## config.mk

```make
export PLATFORM = sky130hd
export DESIGN_NAME = i2c_txn_sequencer
export DESIGN_NICKNAME = d
export VERILOG_FILES = /design/src/rtl/i2c_txn_sequencer.sv
export SDC_FILE = /design/constraint.sdc
export NUM_CORES = 1
export LEC_CHECK = 0
export ABC_CLOCK_PERIOD_IN_PS = 5500
export CAP_MARGIN = 25
export CORE_MARGIN = 10
export CORE_UTILIZATION = 63
export CTS_CLUSTER_SIZE = 24
export DETAILED_ROUTE_END_ITERATION = 10
export PLACE_DENSITY_LB_ADDON = 0.2
export SYNTH_ARGS = -nofsm -noshare
export SYNTH_HDL_FRONTEND = slang
export SYNTH_SLANG_ARGS = --single-unit
```

## constraint.sdc

```tcl
create_clock -name clk -period 5.5 [get_ports clk]
set_input_delay 0.825 -clock clk [delete_from_list [all_inputs] [get_ports clk]]
set_output_delay 0.825 -clock clk [all_outputs]
set_load 0.02 [all_outputs]
```

## src/rtl/i2c_txn_sequencer.sv

```systemverilog
// rtl/i2c_txn_sequencer.sv - transaction command front-end driving the byte-level I2C master
module i2c_txn_sequencer #(
  parameter int START_TIMEOUT = 8,
  parameter int MAX_LEN       = 16
) (
  input  logic       clk,
  input  logic       reset,
  input  logic       cmd_valid,
  output logic       cmd_ready,
  input  logic [6:0] cmd_addr,
  input  logic       cmd_rw,
  input  logic [4:0] cmd_len,
  input  logic       tx_we,
  input  logic [3:0] tx_waddr,
  input  logic [7:0] tx_wdata,
  input  logic [3:0] rx_raddr,
  output logic [7:0] rx_rdata,
  output logic       busy,
  output logic       done,
  output logic       err,
  output logic [4:0] rx_count,
  output logic [6:0] m_addr,
  output logic [7:0] m_data,
  output logic [4:0] m_packets,
  output logic       m_start,
  output logic       m_rw,
  input  logic       m_ready,
  input  logic       m_data_req,
  input  logic       m_data_ready,
  input  logic [7:0] m_data_out
);

  localparam int TW = $clog2(START_TIMEOUT + 1);

  typedef enum logic [1:0] {IDLE, LAUNCH, RUN, FINISH} state_t;

  state_t          state_q, state_d;
  logic [7:0]      tx_buf_q [MAX_LEN];
  logic [7:0]      rx_buf_q [MAX_LEN];
  logic            busy_q, busy_d, done_q, done_d, err_q, err_d;
  logic [4:0]      rx_count_q, rx_count_d;
  logic [6:0]      m_addr_q, m_addr_d;
  logic [7:0]      m_data_q, m_data_d;
  logic [4:0]      m_packets_q, m_packets_d;
  logic            m_start_q, m_start_d, m_rw_q, m_rw_d;
  logic [3:0]      tx_ptr_q, tx_ptr_d;
  logic [TW-1:0]   tmr_q, tmr_d;
  logic            req_prev_q;
  logic [7:0]      rx_rdata_q;
  logic            len_ok, accept, tx_wr_en, rx_wr_en;

  always_comb begin
    state_d     = state_q;
    busy_d      = busy_q;
    done_d      = 1'b0;
    err_d       = err_q;
    rx_count_d  = rx_count_q;
    m_addr_d    = m_addr_q;
    m_data_d    = m_data_q;
    m_packets_d = m_packets_q;
    m_start_d   = m_start_q;
    m_rw_d      = m_rw_q;
    tx_ptr_d    = tx_ptr_q;
    tmr_d       = tmr_q;
    accept      = 1'b0;
    rx_wr_en    = 1'b0;
    len_ok      = (cmd_len != 5'd0) && (cmd_len <= 5'(MAX_LEN));
    case (state_q)
      IDLE: begin
        if (cmd_valid) begin
          if (len_ok) begin
            accept      = 1'b1;
            m_addr_d    = cmd_addr;
            m_rw_d      = cmd_rw;
            m_packets_d = cmd_len;
            m_data_d    = tx_buf_q[0];
            m_start_d   = 1'b1;
            tx_ptr_d    = 4'd0;
            rx_count_d  = 5'd0;
            tmr_d       = '0;
            err_d       = 1'b0;
            busy_d      = 1'b1;
            state_d     = LAUNCH;
          end else begin
            err_d  = 1'b1;
            done_d = 1'b1;
          end
        end
      end
      LAUNCH: begin
        if (!m_ready) begin
          m_start_d = 1'b0;
          state_d   = RUN;
        end else if (tmr_q == TW'(START_TIMEOUT - 1)) begin
          m_start_d = 1'b0;
          err_d     = 1'b1;
          busy_d    = 1'b0;
          done_d    = 1'b1;
          state_d   = IDLE;
        end else begin
          tmr_d = tmr_q + 1'b1;
        end
      end
      RUN: begin
        if (m_rw_q) begin
          if (m_data_ready) begin
            if (rx_count_q < 5'(MAX_LEN)) begin
              rx_wr_en   = 1'b1;
              rx_count_d = rx_count_q + 5'd1;
            end else begin
              err_d = 1'b1;
            end
          end
        end else if (req_prev_q && !m_data_req) begin
          // Advance only after data_req falls: the master samples m_data twice per byte.
          tx_ptr_d = tx_ptr_q + 4'd1;
          m_data_d = tx_buf_q[tx_ptr_q + 4'd1];
        end
        if (m_ready) state_d = FINISH;
      end
      FINISH: begin
        busy_d  = 1'b0;
        done_d  = 1'b1;
        state_d = IDLE;
      end
      default: state_d = IDLE;
    endcase
    tx_wr_en = reset && tx_we && !busy_q && !(accept && (tx_waddr == 4'd0));
  end

  always_ff @(posedge clk) begin
    if (!reset) begin
      state_q     <= IDLE;
      busy_q      <= 1'b0;
      done_q      <= 1'b0;
      err_q       <= 1'b0;
      rx_count_q  <= 5'd0;
      m_addr_q    <= 7'd0;
      m_data_q    <= 8'd0;
      m_packets_q <= 5'd0;
      m_start_q   <= 1'b0;
      m_rw_q      <= 1'b0;
      tx_ptr_q    <= 4'd0;
      tmr_q       <= '0;
      req_prev_q  <= 1'b0;
      rx_rdata_q  <= 8'd0;
    end else begin
      state_q     <= state_d;
      busy_q      <= busy_d;
      done_q      <= done_d;
      err_q       <= err_d;
      rx_count_q  <= rx_count_d;
      m_addr_q    <= m_addr_d;
      m_data_q    <= m_data_d;
      m_packets_q <= m_packets_d;
      m_start_q   <= m_start_d;
      m_rw_q      <= m_rw_d;
      tx_ptr_q    <= tx_ptr_d;
      tmr_q       <= tmr_d;
      req_prev_q  <= m_data_req;
      rx_rdata_q  <= rx_buf_q[rx_raddr];
    end
  end

  // Buffer contents intentionally survive reset.
  always_ff @(posedge clk) begin
    if (tx_wr_en) tx_buf_q[tx_waddr] <= tx_wdata;
    if (reset && rx_wr_en) rx_buf_q[rx_count_q[3:0]] <= m_data_out;
  end

  assign cmd_ready = (state_q == IDLE);
  assign busy      = busy_q;
  assign done      = done_q;
  assign err       = err_q;
  assign rx_count  = rx_count_q;
  assign rx_rdata  = rx_rdata_q;
  assign m_addr    = m_addr_q;
  assign m_data    = m_data_q;
  assign m_packets = m_packets_q;
  assign m_start   = m_start_q;
  assign m_rw      = m_rw_q;

endmodule

```

==> results.json, run 1 <==
{
  "status": "complete, no violations",
  "area_growth_pct": 16.52,
  "io_buffers": 82,
  "slowest_delay_ns": 0.95,
  "grt_pass1_vias": 7058,
  "fin_crit_sh": 0.5993,
  "finalWirelength_um": 26000,
  "grt_use_total": 0.2080,
  "grt_pass1_wl_um": 40190,
  "required_ns": 5.75,
  "fmax_mhz": 303.4,
  "setup_tns_ns": 0,
  "cellPowerDensity_nw_per_um2": 346.4,
  "dpl.hpwl_um": 17040,
  "antenna_cells": 0,
  "drive_above_1_share": 0.1524,
  "synth.top_cells.by_area": "edfxtp_1 (64%), mux4_2 (10%), dfxtp_1 (8.1%)",
  "totalPowerFinal_w": 0.004874,
  "htreeDepth": 1,
  "start_kind": "input port",
  "fill_cells": 1060,
  "timing.final.max_slew_violations": 0,
  "numCtsBuffers": 29,
  "cts_setup_buffers": 0,
  "final_area_um2": 14070,
  "start_util": 0.6434,
  "cts_root_buf": "clkbuf_16",
  "synth_edf_count": 256,
  "min-delay-start": "m_addr[6]",
  "worstMarginPinSlew_ns": 1.025,
  "place_area_um2": 13060,
  "path_class": "in2reg",
  "cap_viol_max_count": 0,
  "drc": 0,
  "synth_area_um2": 12080,
  "netlist_top_cells_count": "edfxtp_1 (256), mux4_2 (54), dfxtp_1 (49), nand2_1 (47), nor2_1 (44)",
  "clk_latency_ns": 0.54,
  "antenna_found_initial": 0,
  "grt_max_degree": 44,
  "finClkSkew_ns": 0.009358,
  "rsz0062_at_grt": "false",
  "die_w_um": 158.4,
  "hold_path_class": "reg2reg",
  "clockBufferDepth": 3,
  "avgSynthCellArea_um2": 17.10,
  "drtIter0Drc": 705,
  "grt.overflow.total": 0,
  "end_kind": "flip-flop",
  "slowest_stage": "clkdlybuf4s50_1",
  "synth_cell_type_count": 53,
  "nets": 852,
  "ctsResizeCount": 0,
  "startpoint": "reset",
  "hold_buffers": 0,
  "ir_worst_vdd_mv": 0.2605,
  "crit_path_frequent_cell": "nand2_1",
  "core_area_um2": 18770,
  "synth_seq_area_share": 0.7179,
  "dieHeight_um": 158.4,
  "leakagePower_nw": 4.478,
  "clkTransAtPathRegs_ns": 0.06,
  "postSynthNetCount": 760,
  "clock-sinks": 305,
  "period_minus_slack_ns": 3.296,
  "timing.slew.headroom": 0.3168,
  "synthFlopType": "edfxtp_1",
  "pin_count": 83,
  "crit_fanout": 17,
  "setup_viol": 0,
  "synth_most_common_cell": "edfxtp_1",
  "async_flop_share": 0,
  "syn_inst": 706,
  "synth.top_cell.area_share": 0.6366,
  "r2r_start": "state_q[0]",
  "routabilityCongestion": 0.8899,
  "die-area_um2": 25100,
  "yosysTopAreaCell": "edfxtp_1",
  "rows": 50,
  "route.antenna.remaining_nets": 0,
  "ys_warn_count": 0,
  "final-hold-violation-count": 0,
  "via_count": 6780,
  "critPathArrivalTime_ns": 3.54,
  "crit_chain": "clkdlybuf4s50_1, buf_4, nand2_1, nor2_1, nand2_1, nor3_1, buf_2",
  "wl_per_cell_um": 24.67,
  "synth-seq-cells": 305,
  "vias_per_cell": 6.433,
  "drt_first_pass_iters": 5,
  "cts_tree": "built"
}
through the flow:
step / setup WS (ns) / util / hold WS, ns / instances
after CTS: 2.140 / 0.7469 / 0.4540 / 1048
after global routing: 2.063 / 0.7497 / 0.4717 / 1054
after detailed placement: 1.613 / 0.6961 / 0.4462 / 995
after global placement: 1.678 / 0.6953 / 0.4425 / 992
after floorplan: 2.662 / - / 0.4481 / 706
final: 2.204 / 0.7497 / 0.4553 / 1054
report_power, final:
group | internal, W | switching, W | leakage (nW)
clock network | 0.00116 | 0.000814 | 0.462
logic | 0.000142 | 0.000199 | 1.31
registers | 0.00253 | 0.0000212 | 2.70
worst max-delay path, delay by kind of cell:
family | cells | cell delay [ns]
buffers and inverters | 3 | 1.60
and+or+nand+nor | 4 | 1.10
path summary, 6_finish.rpt:
path / depth (start not counted) / endpoint / slack [ns]
worst max-delay path: 7 / rx_buf_q[0][3] / 2.20
worst min-delay path: 2 / m_addr[6] / 0.46
worst max register to register: 7 / rx_buf_q[0][3] / 2.46
worst min register to register: 2 / m_addr[6] / 0.46
metal layers:
metal / vias to the layer above / part of all wire / wire length, µm / track usage
met2: 350 / 0.51 / 13160 / 0.3568
met3: 65 / 0.075 / 1952 / 0.03616
met5: - / 0 / 0 / 0
met1: 3391 / 0.39 / 10050 / 0.2659
met4: 0 / 0.032 / 830 / 0.06528
li1: 2974 / - / - / -
placed cells by master, fill, tap and decap left out, types with 3 or more instances in the layout:
cell             instances
mux2i_1                 29
dfxtp_1                 49
nand3_1                 16
nand2_1                 47
o21ai_0                  6
a21oi_1                 33
clkdlybuf4s50_1         81
mux4_1                   4
a311oi_1                 3
and2_1                  19
a22oi_1                 14
buf_4                    7
bufinv_16                3
buf_2                    5
clkbuf_8                 4
nor2_1                  44
nand3b_1                 3
nand2b_1                 7
o41ai_1                  7
mux4_2                  54
clkinvlp_4               3
ha_1                     9
nor3_1                   9
nand4_1                  3
clkbuf_16               29
o31ai_1                  5
clkinv_2                 6
a211oi_1                 9
clkbuf_1                 7
edfxtp_1               256
xor2_1                   4
inv_1                    9
final cells by class:
type | instances | area (µm²) | area share
flip-flops and latches | 305 | 8668 | 0.6161
well taps | 234 | 292.8 | 0.02081
inverters | 9 | 33.78 | 0.002401
clock buffers | 40 | 807.0 | 0.05736
repair buffers | 97 | 928.4 | 0.06599
clock inverters | 13 | 146.4 | 0.01040
multi-input cells | 356 | 3193 | 0.2269
state kept, by name, summed over array words and instances (netlist names), named ones only:
name / flops
busy: 1
done: 1
err: 1
m_addr: 7
m_data: 8
m_packets: 5
m_rw: 1
m_start: 1
req_prev_q: 1
rx_buf_q: 128
rx_count: 5
rx_rdata: 8
state_q: 1
tmr_q: 4
tx_buf_q: 128
tx_ptr_q: 4
cells by family (layout without fill, tap and decap cells):
kind of cell | after synthesis | in the layout | share of synthesized area
flops | 305 | 305 | 0.7179
simple gates | 162 | 162 | 0.06476
compound gates | 89 | 89 | 0.04860
mux | 88 | 88 | 0.1344
buf+inv | 45 | 159 | 0.01834
fa+ha+maj | 10 | 10 | 0.01036
xor+xnor | 7 | 7 | 0.005699
No activity file was read; power rests on OpenSTA's default activity.
==> run 2, diff against run 1 <==
--- a/config.mk
+++ b/config.mk
@@ -5,10 +5,10 @@
 export SDC_FILE = /design/constraint.sdc
 export NUM_CORES = 1
 export LEC_CHECK = 0
-export ABC_CLOCK_PERIOD_IN_PS = 5500
+export ABC_CLOCK_PERIOD_IN_PS = 2940
 export CAP_MARGIN = 25
 export CORE_MARGIN = 10
-export CORE_UTILIZATION = 63
+export CORE_UTILIZATION = 53
 export CTS_CLUSTER_SIZE = 24
 export DETAILED_ROUTE_END_ITERATION = 10
 export PLACE_DENSITY_LB_ADDON = 0.2
==> constraint.sdc (replaced) <==
create_clock -name clk -period 2.94 [get_ports clk]
set_input_delay 0.441 -clock clk [delete_from_list [all_inputs] [get_ports clk]]
set_output_delay 0.441 -clock clk [all_outputs]
set_load 0.02 [all_outputs]
==> results.json, run 2 (synthesis gave the netlist of run 1 again) <==
{
  "htreeDepth": 1,
  "crit_fanout": 9,
  "post-route-util": 0.6402,
  "wl_per_cell_um": 22.10,
  "clock-sinks": 305,
  "drt_first_pass_iters": 5,
  "path_class": "reg2out",
  "routabilityCongestion": 0.8698,
  "status": "complete, no violations",
  "grt_pass1_vias": 7032,
  "comb_power_share": 0.070,
  "numCtsBuffers": 30,
  "slowest_delay_ns": 0.70,
  "die-area_um2": 29220,
  "clockBufferDepth": 3,
  "finClkSkew_ns": 0.007714,
  "slowest_stage": "clkdlybuf4s50_1",
  "route.antenna.remaining_nets": 0,
  "drc": 0,
  "path_buf_inv": 2,
  "switching_share": 0.2125,
  "setup_viol": 0,
  "cellPowerDensity_nw_per_um2": 625.8,
  "nets": 887,
  "clk_latency_ns": 0.54,
  "hold_buffers": 0,
  "start_kind": "flip-flop",
  "cts_tree": "built",
  "layoutNonFillerInstCount": 1142,
  "required_ns": 2.50,
  "crit_family": "buffers and inverters",
  "dieHeight_um": 170.9,
  "critPathArrivalTime_ns": 2.11,
  "pin_count": 83,
  "end_kind": "output pin",
  "ctsResizeCount": 0,
  "final-hold-violation-count": 0,
  "via_count": 6595,
  "finalWirelength_um": 25230,
  "area_growth_pct": 19.30,
  "cts_root_buf": "clkbuf_16",
  "place_inst": 1086,
  "antenna_found_initial": 0,
  "grt_pass1_wl_um": 39230,
  "worstMarginPinSlew_ns": 0.8114,
  "cts_setup_buffers": 0,
  "switchingPower_w": 0.001916,
  "grt_use_total": 0.1723,
  "grt_max_degree": 33,
  "start_util": 0.5366,
  "core_area_um2": 22500,
  "timing.slew.headroom": 0.4572,
  "ir_worst_vdd_mv": 0.7049,
  "die_w_um": 170.9,
  "rows": 55,
  "leakagePower_nw": 4.662,
  "cap_viol_max_count": 0,
  "clkTransAtPathRegs_ns": 0.06,
  "final_common_cell": "edfxtp_1",
  "dpl.hpwl_um": 17810,
  "hold_path_class": "in2reg",
  "fmax_mhz": 392.4,
  "drtIter0Drc": 469,
  "pwr-share-clk": 0.399,
  "rsz0062_at_grt": "false",
  "timing.final.max_slew_violations": 0,
  "period_minus_slack_ns": 2.548,
  "hold_slack_ns": 0.4519,
  "grt.overflow.total": 0,
  "io_buffers": 82,
  "p_int_w": 0.007100,
  "drive_above_1_share": 0.1785,
  "setup_tns_ns": 0,
  "fin_crit_sh": 0.8668,
  "antenna_cells": 0,
  "crit_chain": "inv_1, ha_1, clkdlybuf4s50_1",
  "vias_per_cell": 5.775,
  "seqPwrFrac": 0.531,
  "layout.cells.most_common_list": "edfxtp_1 (256), clkdlybuf4s50_1 (81), mux4_2 (54)"
}
run 2: cell count changes in the layout (fill, tap and decap cells not counted), moves of 2 or more:
cell        previous run  this run
clkbuf_16             29        31
clkinv_1               1        12
buf_12                 1         3
clkbuf_8               4         0
clkbuf_1               7         5
clkinvlp_4             3         0
clkinv_2               6         4
buf_4                  7        46
buf_2                  5         1
clkbuf_4               2         0
run 2: worst register-to-register path: cells and delay by family (launching register included):
kind            cells  cell delay (ns)
compound gates      3             0.84
xor+xnor            1             0.66
fa+ha+maj           1             0.25
flops               1             0.38
simple gates        1             0.30
run 2: metal layers:
metal,global-route usage,vias to the layer above,share of wire,wire (µm)
li1,-,3045,-,-
met2,0.3058,189,0.52,13160
met5,0,-,0,0
met4,0.05293,0,0.027,671
met1,0.2112,3314,0.40,10080
met3,0.02857,47,0.052,1324
run 2: final timing paths:
check | slack [ns] | to | from | depth (start not counted)
worst min-delay path | 0.45 | m_addr[1] | cmd_addr[1] | 3
worst min register to register | 0.46 | m_packets[3] | m_packets[3] | 2
worst max register to register | 0.40 | m_data[2] | tx_ptr_q[1] | 6
worst max-delay path | 0.39 | cmd_ready | state_q[0] | 3
run 2: final cells by class:
cell class,instances,area (µm²)
Multi-Input combinational cell,356,3193
Clock buffer,36,794.5
Fill cell,1551,8097
Clock inverter,20,138.9
Sequential cell,305,8668
Timing Repair Buffer,131,1221
Inverter,9,33.78
Tap cell,285,356.6
run 2: per-stage QoR:
stage	setup WS [ns]	cell area, µm²	total power [W]
after floorplan	0.4849	12080	0.005198
after global placement	0.3816	13470	0.005484
after detailed placement	0.2845	13470	0.005508
after CTS	0.3717	14410	0.009100
after global routing	0.2396	14410	0.009321
final	0.3917	14410	0.009016
run 2: power by group through the flow:
stage	sequential [W]	clock, W	combinational [W]
after global routing	0.00479	0.00385	0.000689
after detailed placement	0.00487	0	0.000633
after floorplan	0.00491	0	0.000284
after global placement	0.00487	0	0.000613
final	0.00478	0.00360	0.000633
after CTS	0.00478	0.00368	0.000636
==> run 3, diff against run 2 <==
--- a/config.mk
+++ b/config.mk
@@ -11,7 +11,9 @@
 export CORE_UTILIZATION = 53
 export CTS_CLUSTER_SIZE = 24
 export DETAILED_ROUTE_END_ITERATION = 10
+export GPL_TIMING_DRIVEN = 0
 export PLACE_DENSITY_LB_ADDON = 0.2
+export SKIP_CTS_REPAIR_TIMING = 1
 export SYNTH_ARGS = -nofsm -noshare
 export SYNTH_HDL_FRONTEND = slang
 export SYNTH_SLANG_ARGS = --single-unit
==> results.json, run 3 (synthesis gave the netlist of run 1 again) <==
{
  "grt_max_degree": 17,
  "period_minus_slack_ns": 2.702,
  "route.antenna.remaining_nets": 0,
  "timing.slew.headroom": 0.3702,
  "setup_viol": 0,
  "drive_above_1_share": 0.1616,
  "drt_first_pass_iters": 5,
  "start_kind": "flip-flop",
  "clockBufferDepth": 3,
  "final_area_um2": 14300,
  "start_util": 0.5366,
  "dieHeight_um": 170.9,
  "crit_fanout": 10,
  "fill_cells": 1573,
  "cellPowerDensity_nw_per_um2": 645.4,
  "final-hold-violation-count": 0,
  "status": "complete, no violations",
  "critPathArrivalTime_ns": 2.86,
  "hold_path_class": "in2reg",
  "rows": 55,
  "grt_pass1_wl_um": 40700,
  "die-area_um2": 29220,
  "cts_root_buf": "clkbuf_16",
  "dpl.hpwl_um": 18460,
  "leakagePower_nw": 4.573,
  "numCtsBuffers": 30,
  "grtUsageMet1": 0.2373,
  "regArea_um2": 8668,
  "fmax_mhz": 370.1,
  "end_kind": "flip-flop",
  "core_area_um2": 22500,
  "io_buffers": 79,
  "slowest_stage": "nor3_2",
  "clk_latency_ns": 0.54,
  "finalWirelength_um": 26520,
  "routabilityCongestion": 0.8220,
  "pin_count": 83,
  "grt_use_met3": 0.03065,
  "drc": 0,
  "timing.final.max_slew_violations": 0,
  "worstMarginPinSlew_ns": 0.9375,
  "multi_input_area_um2": 3212,
  "clock-sinks": 305,
  "crit_path_frequent_cell": "nand2_1",
  "grt_pass1_vias": 6987,
  "ir_worst_vdd_mv": 0.3910,
  "setup_tns_ns": 0,
  "busiest_layer": "met2",
  "die_w_um": 170.9,
  "final_common_cell": "edfxtp_1",
  "wl_per_cell_um": 23.41,
  "finClkSkew_ns": 0.01856,
  "vias_per_cell": 5.910,
  "layout.cells.most_common_list": "edfxtp_1 (256), clkdlybuf4s50_1 (79), mux4_2 (54)",
  "clkTransAtPathRegs_ns": 0.06,
  "grt.overflow.total": 0,
  "met2_usage": 0.3057,
  "via_count": 6696,
  "crit_chain": "inv_1, ha_1, clkbuf_2, nand2_1, nor2_1, nand2_1, nor3_2",
  "grt_use_total": 0.1816,
  "antenna_found_initial": 0,
  "worst-r2r-setup-slack_ns": 0.24,
  "htreeDepth": 1,
  "drtIter0Drc": 468,
  "nets": 878,
  "antenna_cells": 0,
  "place_area_um2": 13270,
  "cts_tree": "built",
  "slowest_delay_ns": 0.70,
  "area_growth_pct": 18.41,
  "cap_viol_max_count": 0,
  "path_class": "reg2reg",
  "required_ns": 3.10,
  "fin_crit_sh": 0.9191
}
[run 3: path summary, 6_finish.rpt]
kind,depth (start not counted),to,start
min,3,m_addr[1],cmd_addr[1]
max reg2reg,7,rx_buf_q[1][3],state_q[0]
min reg2reg,2,m_addr[6],m_addr[6]
max,7,rx_buf_q[1][3],state_q[0]
[run 3: metrics by stage]
step | worst slack [ns] | hold WS (ns) | total power (W) | std cells | util
3_5_place_dp | -0.2743 | 0.4475 | 0.005512 | 1076 | 0.5899
2_1_floorplan | 0.4849 | 0.4481 | 0.005198 | 706 | -
5_1_grt | -0.009350 | 0.4643 | 0.009546 | 1133 | 0.6354
6_report | 0.2379 | 0.4450 | 0.009228 | 1133 | 0.6354
4_1_cts | -0.05085 | 0.4330 | 0.009305 | 1132 | 0.6343
3_3_place_gp | -0.6878 | 0.4434 | 0.005488 | 1070 | 0.5876
[run 3: cell type report]
cell class,instances,area share
inverter,9,0.002363
buffer,36,0.01321
multi-input combinational,356,0.2246
clock inverter,15,0.01234
timing repair buffer,86,0.05872
sequential,305,0.6062
clock buffer,41,0.05758
tap,285,0.02494
[run 3: worst max-delay path, delay by kind of cell (launching register included)]
family | cells | cell delay (ns)
and+or+nand+nor | 4 | 1.21
buffers and inverters | 2 | 0.41
adders and majority gates | 1 | 0.34
DFF | 1 | 0.34
[run 3: routing by layer]
metal / share of wire / wire length, µm
met2: 0.50 / 13370
met1: 0.41 / 10890
met4: 0.026 / 694
met5: 0 / 0
met3: 0.059 / 1562
[run 3: report_power, final]
group          leakage [nW]  total, W  internal, W  switching, W
Combinational          1.38  0.000635     0.000267      0.000368
Clock                 0.486   0.00381      0.00230       0.00151
Sequential             2.70   0.00478      0.00474     0.0000416
Total                  4.57   0.00923      0.00731       0.00192
